**src/rtl/fc_argmax_classifier.sv**
```systemverilog
// ---------------------------------------------------------------------------------------------
// fc_argmax_classifier
//
// Streaming argmax stage behind the final fully connected layer. It accepts NUMBER_CLASS
// IEEE-754 binary32 scores, one per accepted beat. It then presents the index and value of the
// largest score on a valid/ready result port. The result is held until the downstream stage
// accepts it.
//
// Parameters:
//   DATA_WIDTH    score width, binary32 (fixed at 32)
//   NUMBER_CLASS  scores per inference, 1..256
//   CLASS_W       derived class-index width, max(1, clog2(NUMBER_CLASS))
//
// Ports:
//   clk       in   clock, rising edge
//   rst_n     in   synchronous reset, active-high
//   i_valid   in   score beat valid
//   i_ready   out  stage can accept a score beat (low while a result is held)
//   i_data    in   score, binary32
//   i_last    in   final score of the inference
//   o_valid   out  result valid, held until o_ready
//   o_ready   in   downstream accepts result
//   o_class   out  index of the maximum score
//   o_score   out  maximum score
//   o_class2  out  runner-up index       (only with ARGMAX_TOP2_EN)
//   o_score2  out  runner-up score       (only with ARGMAX_TOP2_EN)
//   o_err     out  framing error on this result
//
// Optional feature macro: ARGMAX_TOP2_EN adds runner-up tracking and its outputs.
// ---------------------------------------------------------------------------------------------

module fc_argmax_classifier #(
   parameter int unsigned  DATA_WIDTH   = 32,
   parameter int unsigned  NUMBER_CLASS = 2,
   localparam int unsigned CLASS_W      = (NUMBER_CLASS > 1) ? $clog2(NUMBER_CLASS) : 1
) (
   input  logic                  clk,
   input  logic                  rst_n,
   input  logic                  i_valid,
   output logic                  i_ready,
   input  logic [DATA_WIDTH-1:0] i_data,
   input  logic                  i_last,
   output logic                  o_valid,
   input  logic                  o_ready,
   output logic [CLASS_W-1:0]    o_class,
   output logic [DATA_WIDTH-1:0] o_score,
`ifdef ARGMAX_TOP2_EN
   output logic [CLASS_W-1:0]    o_class2,
   output logic [DATA_WIDTH-1:0] o_score2,
`endif
   output logic                  o_err
);

   localparam logic                  SingleClass = (NUMBER_CLASS == 1);
   localparam logic [CLASS_W-1:0]    LastIdx     = CLASS_W'(NUMBER_CLASS - 1);
   localparam logic [CLASS_W-1:0]    OneIdx      = CLASS_W'(1);

   typedef enum logic [1:0] {
      StIdle,
      StScan,
      StHold
   } state_e;

   // Returns 1 when a is strictly greater than b under binary32 ordering.
   // NaN operands: a NaN never wins, and any non-NaN beats a stored NaN.
   // Signed zeros compare equal. Denormals are ordered by raw magnitude bits.
   function automatic logic fp_gt(input logic [DATA_WIDTH-1:0] a,
                                  input logic [DATA_WIDTH-1:0] b);
      logic a_nan;
      logic b_nan;
      logic res;
      a_nan = (a[30:23] == 8'hFF) && (a[22:0] != 23'd0);
      b_nan = (b[30:23] == 8'hFF) && (b[22:0] != 23'd0);
      if (a_nan) begin
         res = 1'b0;
      end else if (b_nan) begin
         res = 1'b1;
      end else if ((a[30:0] == 31'd0) && (b[30:0] == 31'd0)) begin
         res = 1'b0;
      end else if (a[31] != b[31]) begin
         res = ~a[31];
      end else if (!a[31]) begin
         res = a[30:0] > b[30:0];
      end else begin
         res = a[30:0] < b[30:0];
      end
      return res;
   endfunction

   state_e                  state_q, state_d;
   logic [CLASS_W-1:0]      cnt_q, cnt_d;
   logic [DATA_WIDTH-1:0]   best_q, best_d;
   logic [CLASS_W-1:0]      best_idx_q, best_idx_d;
   logic                    err_q, err_d;
   logic                    beat_acc;
   logic                    beat_gt;

`ifdef ARGMAX_TOP2_EN
   localparam logic [DATA_WIDTH-1:0] NegInf = 32'hFF80_0000;

   logic [DATA_WIDTH-1:0]   second_q, second_d;
   logic [CLASS_W-1:0]      second_idx_q, second_idx_d;
   logic                    beat_gt2;
`endif

   assign i_ready  = (state_q != StHold);
   assign o_valid  = (state_q == StHold);
   assign beat_acc = i_valid && i_ready;
   assign beat_gt  = fp_gt(i_data, best_q);

   assign o_class  = best_idx_q;
   assign o_score  = best_q;
   assign o_err    = err_q;

`ifdef ARGMAX_TOP2_EN
   assign beat_gt2 = fp_gt(i_data, second_q);
   assign o_class2 = second_idx_q;
   assign o_score2 = second_q;
`endif

   always_comb begin
      state_d    = state_q;
      cnt_d      = cnt_q;
      best_d     = best_q;
      best_idx_d = best_idx_q;
      err_d      = err_q;
`ifdef ARGMAX_TOP2_EN
      second_d     = second_q;
      second_idx_d = second_idx_q;
`endif

      unique case (state_q)
         StIdle: begin
            if (beat_acc) begin
               best_d     = i_data;
               best_idx_d = '0;
               cnt_d      = OneIdx;
               // A lone beat is only well framed when it is also the last one expected.
               err_d      = (i_last != SingleClass);
`ifdef ARGMAX_TOP2_EN
               // Runner-up starts at -Inf so the first real runner-up always displaces it.
               second_d     = NegInf;
               second_idx_d = '0;
`endif
               state_d    = SingleClass ? StHold : StScan;
            end
         end

         StScan: begin
            if (beat_acc) begin
               if (beat_gt) begin
                  best_d     = i_data;
                  best_idx_d = cnt_q;
`ifdef ARGMAX_TOP2_EN
                  second_d     = best_q;
                  second_idx_d = best_idx_q;
`endif
               end
`ifdef ARGMAX_TOP2_EN
               else if (beat_gt2) begin
                  second_d     = i_data;
                  second_idx_d = cnt_q;
               end
`endif
               cnt_d = cnt_q + OneIdx;
               if (cnt_q == LastIdx) begin
                  err_d   = err_q | ~i_last;
                  state_d = StHold;
               end else if (i_last) begin
                  // Short inference: report what arrived, flagged as a framing error.
                  err_d   = 1'b1;
                  state_d = StHold;
               end
            end
         end

         StHold: begin
            if (o_ready) begin
               cnt_d   = '0;
               state_d = StIdle;
            end
         end

         default: begin
            state_d = StIdle;
         end
      endcase
   end

   always_ff @(posedge clk) begin
      if (rst_n) begin
         state_q    <= StIdle;
         cnt_q      <= '0;
         best_q     <= '0;
         best_idx_q <= '0;
         err_q      <= 1'b0;
      end else begin
         state_q    <= state_d;
         cnt_q      <= cnt_d;
         best_q     <= best_d;
         best_idx_q <= best_idx_d;
         err_q      <= err_d;
      end
   end

`ifdef ARGMAX_TOP2_EN
   always_ff @(posedge clk) begin
      if (rst_n) begin
         second_q     <= '0;
         second_idx_q <= '0;
      end else begin
         second_q     <= second_d;
         second_idx_q <= second_idx_d;
      end
   end
`endif

endmodule

```
**config.mk**
```make
export PLATFORM = sky130hd
export DESIGN_NAME = fc_argmax_classifier
export DESIGN_NICKNAME = d
export VERILOG_FILES = /design/src/rtl/fc_argmax_classifier.sv
export SDC_FILE = /design/constraint.sdc
export NUM_CORES = 1
export LEC_CHECK = 0
export CORE_MARGIN = 3
export CORE_UTILIZATION = 46
export DETAILED_ROUTE_END_ITERATION = 12
export HOLD_SLACK_MARGIN = 0.15
export PLACE_DENSITY = 0.74
export RECOVER_POWER = 25
export SLEW_MARGIN = 5
export SYNTH_ARGS = -nofsm -noshare
export SYNTH_HDL_FRONTEND = slang
export SYNTH_SLANG_ARGS = --single-unit
```
**constraint.sdc**
```tcl
create_clock -name clk -period 2.55 [get_ports clk]
set_input_delay 0.3825 -clock clk [delete_from_list [all_inputs] [get_ports clk]]
set_output_delay 0.3825 -clock clk [all_outputs]
set_load 0.005 [all_outputs]
```
## After elaboration in Yosys (flattened, before gate mapping)

Index checks and enable logic that the tools add are counted.

- Logic and storage cells: 65
- Input bits: 37
- Register bits after elaboration: 37
- Output and inout port bits: 36

- Muxes and demuxes: 28
- Reduce and logical (&&, ||, !) cells: 15
- $add $sub $neg: 1
- Order comparisons: 2
- Bitwise gates (word level): 3
- Eq/ne operators: 11

Operators with widths:

| kind | number |
|---|---|
| 32-bit 2-to-1 mux | 3 |
| 32-bit one-hot mux with 2 select lines | 1 |
| 31-bit zero test | 2 |
| 23-bit nonzero test | 2 |
| 31-bit greater-than comparator | 1 |
| 31-bit less-than comparator | 1 |
| 8-bit equality test (second input constant) | 2 |
| 4-bit AND reduction | 4 |
| 1-bit 2-to-1 mux | 15 |
| 2-bit 2-to-1 mux | 5 |
| 2-bit != test (second input constant) | 4 |
| 2-bit one-hot mux with 3 select lines | 1 |
| 1-bit logical AND | 4 |
| 1-bit one-hot mux with 2 select lines | 2 |
| 3-bit != test (second input constant) | 1 |
| 1-bit one-hot mux with 3 select lines | 1 |
| 3-bit nonzero test | 1 |
| 2-bit by 1-bit equality test with 1-bit output (second input constant) | 1 |
| 2-bit equality test (second input constant) | 1 |
| 2-bit zero test | 1 |
| 2-bit by 1-bit != test with 1-bit output (second input constant) | 1 |
| 1-bit inverter | 2 |
| 2-bit nonzero test | 1 |
| 1-bit adder (second input constant) | 1 |
| other kinds (2) | 2 |

## Depth between registers and ports, before layout

Gate-level depths: netlist of the first run.

- Depth in word-level cells: 9
- Depth in mapped cells: 11
- Gate-level depth less buffers: 9

## Least setup slack after synthesis of the first run

Ideal clock, no wire load.

- Kind: register to register
- From: reg best_q[4], in the netlist o_score[4]
- To: reg best_idx_q, in the netlist o_class
- Period minus slack after synthesis: 2.387 ns
- Path slack: 0.163 ns
- Library setup time: 0.072 ns
- Required time: 2.478 ns
- Stages on the path, launching flop included: 11
- Arrival: 2.315 ns
- Cells stage by stage: dfxtp_1 inv_1 ha_1 a211oi_1 nor2_1 o31a_1 o41a_1 or3_1 buf_2 a31oi_2 mux2i_1

- Cells in the longest elaborated chain, start to end: 8

RTL lines:

| what | RTL line | source |
|---|---|---|
| start: declaration | 92 | `logic [DATA_WIDTH-1:0] best_q, best_d;` |
| start signal: assignment | 200 | `best_q <= best_d;` |
| 31-bit greater-than comparator or 31-bit less-than comparator (tied branches) | 83, 85 |  |
| 1-bit 2-to-1 mux | 82 | `end else if (!a[31]) begin` |
| 1-bit 2-to-1 mux | 80 | `end else if (a[31] != b[31]) begin` |
| 1-bit 2-to-1 mux | 78 | `end else if ((a[30:0] == 31'd0) && (b[30:0] == 31'd0)) begin` |
| 1-bit 2-to-1 mux (*) | 76 | `end else if (b_nan) begin` |
| 1-bit 2-to-1 mux (*) | 74 | `if (a_nan) begin` |
| 2-bit != test (no line) (*) | - |  |
| 4-bit AND reduction (no line) (*) | - |  |
| end signal: assignment | 201 | `best_idx_q <= best_idx_d;` |
| end: declaration | 93 | `logic [CLASS_W-1:0] best_idx_q, best_idx_d;` |

Every way passes the cells marked *; elsewhere a longest branch is shown, timed or not.
A chain may end at the register's enable or synchronous reset.

## Worst setup path in the final report of the first run

- From: reg best_q[20], in the netlist o_score[20]
- To: reg best_q[28], in the netlist o_score[28]

- Cells in the longest elaborated chain, start to end: 8

RTL lines:

| what | RTL line |
|---|---|
| 31-bit greater-than comparator or 31-bit less-than comparator (tied branches) | 83, 85 |
| 1-bit 2-to-1 mux | 82 |
| 1-bit 2-to-1 mux | 80 |
| 1-bit 2-to-1 mux | 78 |
| 1-bit 2-to-1 mux (*) | 76 |
| 1-bit 2-to-1 mux (*) | 74 |
| 2-bit != test (no line) (*) | - |
| 4-bit AND reduction (no line) (*) | - |

Marked as above.

==> impl_metrics.json, run 1 <==
{
  "outcome": "finished, violations left",
  "violations": "negative setup slack",
  "postSynthCellCount": 438,
  "final_cell_mix": "buf_4, nand4_1, nand3_1, clkdlybuf4s50_1, nor3_1",
  "dieArea_um2": 7957,
  "grt_pass1_wl_um": 19230,
  "drc": 0,
  "p_seq_share_pct": 28.3,
  "drt_iter0_drc": 356,
  "grt_overflow": 0,
  "fin_setup_tns_ps": -600.0,
  "path_clk_slew_ps": 80,
  "initial_utilization_pct": 48.75,
  "drive_above_1_share_pct": 27.83,
  "fp.coreArea_um2": 6531,
  "drtPass1Iterations": 6,
  "ir_drop_mv": 0.3003,
  "synth_edf_count": 0,
  "finalHoldViolations": 0,
  "utilization_pct": 78.83,
  "nFillCells": 439,
  "first_global_vias": 4041,
  "diodes": 0,
  "rows": 29,
  "wl_per_cell_um": 21.15,
  "ys_seq_area_share_pct": 23.26,
  "place_inst": 606,
  "die_height_um": 89.20,
  "tightest_slew_ps": 625.8,
  "cp.arrival_ps": 2820,
  "rsz0062_at_grt": "true",
  "final_common_cell": "buf_4",
  "relSlewSlack_pct": 57.69,
  "r2r_cells": 9,
  "grt_max_degree": 32,
  "yosys_most_used_dff": "dfxtp_1",
  "required_ps": 2770,
  "holdPathStages": 2,
  "ys_top_cells_by_area": "dfxtp_1, ha_1, nand4_1, a22oi_1, nor3_1",
  "nets": 625,
  "combPwrFrac_pct": 55.4,
  "synth_top_cell_area_share_pct": 23.26,
  "drt-total-wl_um": 13410,
  "setup_violations": 31,
  "ys_types": 41,
  "ys_async_sr_fraction_pct": 0,
  "cpPeakStageDelay_ps": 520,
  "finalMaxSlewViolations": 0,
  "crit_path_start_kind": "flip-flop",
  "ys_ff_latch": 37,
  "clockBufferDepth": 2,
  "clkSinkCount": 37,
  "whs_ps": 554.4,
  "reg2reg_slack_ps": -50,
  "final_antenna_net_count": 0,
  "crit_path_end_kind": "flip-flop",
  "hold_path_class": "reg2reg",
  "htree_levels": 2,
  "globalplace.congestion": 0.9048,
  "swShare_pct": 39.45,
  "p_per_area_nw_per_um2": 518.5,
  "switchingPower_uw": 1053,
  "ios": 73,
  "syn2layout_area_growth_pct": 61.69,
  "route.vias.total": 4270,
  "place_ws_ps": -516.2,
  "setup_slack_ps": -48.32,
  "instances_no_fill": 634,
  "finalCriticalPeriod_ps": 2598,
  "numCtsBuffers": 5,
  "antenna_found_initial": 0,
  "clk_latency_ps": 290,
  "yosys.area.top_type": "dfxtp_1",
  "vias_per_cell": 6.735,
  "max_cap_viol_count": 0,
  "grtUsageTotal_pct": 30.35,
  "clkPwrFrac_pct": 16.3,
  "path_class": "reg2reg",
  "root_buffer": "clkbuf_8",
  "skew_ps": 4.286,
  "synth.yosys.warnings": 0,
  "crit_chain": "buf_4 -> nor4_1 -> nand4_1 -> or3_1 -> o211ai_1 -> or2_4 -> buf_4 -> a22oi_1 -> nand3_1",
  "syn_nets": 506,
  "syn-cell-area_um2": 3184,
  "cts_tree": "yes",
  "syn_area_per_cell_um2": 7.270,
  "leakage_uw": 0.002103,
  "die_w_um": 89.20,
  "crit_path_max_fanout": 10,
  "crit_slowest_cell": "nor4_1",
  "port_buffers": 72,
  "timing.fmax_mhz": 384.9,
  "cpMostUsedCell": "buf_4",
  "p_int_uw": 1616,
  "hpwl_um": 8090,
  "min_period_over_period_pct": 101.9
}
[flip-flops by register name, indices dropped and copies added, names as in the netlist]
signal / flops
o_score: 32
cnt_q: 1
o_class: 1
state_q: 2
o_err: 1
[power by group through the flow]
stage | clock network (µW) | registers (µW) | logic [µW]
after global placement | 0 | 756 | 1070
after CTS | 435 | 748 | 1220
after floorplan | 0 | 747 | 557
after detailed placement | 0 | 758 | 1090
final | 435 | 754 | 1480
after global routing | 459 | 763 | 1580
[stage by stage]
stage,total power [µW],area [µm²]
after floorplan,1304,3184
after global placement,1829,4322
after detailed placement,1852,4322
after CTS,2399,4649
after global routing,2798,5149
final,2669,5149
[worst max-delay path: cells and delay by family (launching register included)]
kind | cells | cell delay [ps]
AO/OA/AOI/OAI | 2 | 400
buffers and inverters | 2 | 320
flip-flops | 1 | 320
AND/OR/NAND/NOR | 5 | 1500
[layer usage]
layer | share of wire [%] | routed length, µm | GRT usage (%)
met4 | 4.1 | 550 | 11.10
met2 | 48 | 6466 | 49.77
met1 | 38 | 5060 | 39.55
met5 | 0 | 0 | 0
met3 | 9.9 | 1333 | 5.806
[cells in the mapped netlist (7+ instances only)]
| library cell | count |
|---|---|
| buf_2 | 7 |
| o21ai_0 | 35 |
| nor2b_1 | 30 |
| nand2_1 | 12 |
| nand3_1 | 37 |
| nor3_1 | 38 |
| nand4_1 | 43 |
| dfxtp_1 | 37 |
| a22oi_1 | 31 |
| nor4_1 | 16 |
| a21oi_1 | 15 |
| ha_1 | 31 |
| nor2_1 | 13 |
| inv_1 | 33 |
| clkbuf_1 | 21 |
[logic make-up after synthesis]
kind of cell | after synthesis | share of synthesized area [%]
mux | 2 | 0.6680
compound gates | 98 | 19.69
fa+ha+maj | 31 | 12.18
flops | 37 | 23.26
simple gates | 200 | 34.62
buf+inv | 70 | 9.587
[path summary, 6_finish.rpt]
check,start,end
hold / removal,o_class,o_class
setup / recovery,o_score[20],o_score[28]
hold reg to reg,o_class,o_class
setup reg to reg,o_score[20],o_score[28]
[what timing repair did]
action | in CTS | in global routing
gates cloned | 3 | 3
resized for setup | 52 | 99
hold endpoints to repair | 0 | 0
setup endpoints to repair | 33 | 33
pin swaps | 23 | 36
buffers inserted | 5 | 10
hold buffers | 0 | 0
[layout make-up]
cell class	count	area, µm²	share of cell area [%]
multi-input combinational	331	2567	49.87
timing repair buffer	147	1506	29.26
sequential	37	760.7	14.78
inverter	35	131.4	2.552
tap	77	96.34	1.871
clock buffer	7	86.33	1.677
Note: power is estimated with default switching activity, not from simulation.
==> run 2, diff against run 1 <==
- CORE_MARGIN: 3 -> not set
==> run 2 against run 1 <==
  * The flow still finishes with violations (negative setup slack)
  * Wire length down 6.6%
  * Die area down 8.8%
  * Critical path depth up 3
  * Sequential power about the same
  * Utilization down 3.5 points
  * Critical endpoint is now o_score[15]
  * Largest power group unchanged
  * Highest routed layer unchanged
==> impl_metrics.json, run 2 (synthesis results as in run 1) <==
{
  "final_antenna_net_count": 0,
  "drt-total-wl_um": 12530,
  "timing.fmax_mhz": 381.9,
  "finalMaxSlewViolations": 0,
  "setup_violations": 12,
  "finalHoldViolations": 0,
  "p_per_area_nw_per_um2": 511.8,
  "relSlewSlack_pct": 56.61,
  "diodes": 0,
  "drt_iter0_drc": 475,
  "numCtsBuffers": 5,
  "final_common_cell": "clkdlybuf4s50_1",
  "instances_no_fill": 625,
  "ir_drop_mv": 0.2731,
  "syn2layout_area_growth_pct": 54.58,
  "tightest_slew_ps": 641.7,
  "max_cap_viol_count": 0,
  "hold_path_class": "reg2reg",
  "leakage_uw": 0.002019,
  "crit_path_end_kind": "flip-flop",
  "fp.coreArea_um2": 6531,
  "nFillCells": 465,
  "largest_reg_flops": 32,
  "drive_above_1_share_pct": 22.81,
  "required_ps": 2730,
  "initial_utilization_pct": 48.75,
  "crit_path_start_kind": "primary input",
  "hpwl_um": 7805,
  "first_global_vias": 3704,
  "ios": 73,
  "violations": "negative setup slack",
  "path_class": "in2reg",
  "port_buffers": 72,
  "place_inst": 603,
  "die_height_um": 85.20,
  "multiInputGateArea_um2": 2437,
  "grt_max_degree": 69,
  "vias_per_cell": 6.669,
  "rows": 29,
  "p_total_uw": 2519,
  "nets": 615,
  "finalCriticalPeriod_ps": 2618,
  "route.vias.total": 4168,
  "rsz0062_at_grt": "true",
  "cts_tree": "yes",
  "fin_setup_tns_ps": -235.3,
  "globalplace.congestion": 0.9110,
  "drc": 0,
  "wl_per_cell_um": 20.05,
  "outcome": "finished, violations left",
  "min_period_over_period_pct": 102.7,
  "seq_area_um2": 752.0,
  "grtUsageTotal_pct": 31.00,
  "root_buffer": "clkbuf_8",
  "grt_overflow": 0,
  "skew_ps": 5.635,
  "dieArea_um2": 7259,
  "antenna_found_initial": 0,
  "final_cell_mix": "clkdlybuf4s50_1, buf_4, nand4_1, nand3_1, nor3_1",
  "setup_slack_ps": -68.31,
  "clockBufferDepth": 2,
  "grt_pass1_wl_um": 17860,
  "drtPass1Iterations": 8,
  "clkSinkCount": 37,
  "cts_hold_buffers": 0,
  "path_clk_slew_ps": 80,
  "htree_levels": 2,
  "crit_path_max_fanout": 11,
  "cp.arrival_ps": 2800,
  "clk_latency_ps": 290,
  "die_w_um": 85.20
}
run 2: changes by cell type in the layout (fill, tap and decap cells not counted), sizes merged:
cell | previous run | this run
buf | 74 | 64
clkbuf | 8 | 9
clkdlybuf4s15 | 1 | 0
clkdlybuf4s50 | 35 | 45
dlygate4sd2 | 12 | 9
dlygate4sd3 | 8 | 1
dlymetal6s2s | 15 | 16
run 2: repair_timing:
action                     in CTS  in global routing
pin swaps                       5                 25
setup endpoints to repair      33                 33
cloned                          1                  3
buffers inserted                2                  8
hold endpoints to repair        0                  0
resized for setup              25                 93
run 2: layout make-up:
| type | count | share of cell area (%) |
|---|---|---|
| Clock buffer | 8 | 1.627 |
| Sequential cell | 37 | 15.28 |
| Multi-Input combinational cell | 331 | 49.52 |
| Timing Repair Buffer | 137 | 28.95 |
| Inverter | 35 | 2.669 |
| Tap cell | 77 | 1.957 |
run 2: critical path, cell delays in order:
cell and delay, ps:
clkdlybuf4s50_1 440, ha_1 310, nand4_1 250, buf_4 260, nor3_2 130, nand2_1 90, o211ai_1 180, buf_4 220
nor3_4 80, buf_6 180, o21ai_0 190, nand3_1 90
run 2: path summary, 6_finish.rpt:
path	from	to	slack (ps)	depth (start not counted)
max	i_data[28]	o_score[15]	-70	12
min	o_class	o_class	520	2
max reg2reg	o_score[30]	o_score[15]	-40	12
min reg2reg	o_class	o_class	520	2
run 2: report_power, final:
part | internal, µW | switching, µW
logic | 651 | 685
clock network | 195 | 232
registers | 670 | 86.0
total | 1520 | 1000
run 2: per-stage QoR:
stage	worst slack [ps]	cell area (µm²)	util [%]	hold WS, ps
floorplan	163.0	3184	-	468.7
global placement	-417.0	4312	66.02	472.4
detailed placement	-433.8	4312	66.02	498.3
CTS	0.9368	4513	69.10	513.5
global route	-105.8	4922	75.36	535.4
finish	-68.31	4922	75.36	524.0
run 2: routing by layer:
layer | share of wire (%) | vias to the layer above | track usage, % | wire length (µm)
met5 | 0 | - | 0 | 0
met4 | 3.1 | 0 | 12.63 | 388
met3 | 9.6 | 50 | 5.934 | 1199
met2 | 48 | 301 | 51.54 | 6046
met1 | 39 | 1956 | 39.43 | 4896
li1 | - | 1861 | - | -
==> run 3, diff against run 2 <==
- CORE_MARGIN: not set -> 3
- HOLD_SLACK_MARGIN: 0.15 -> 0.06
==> results of run 3 <==
Same layout as run 1: the final DEF is identical, and so are final timing and power.
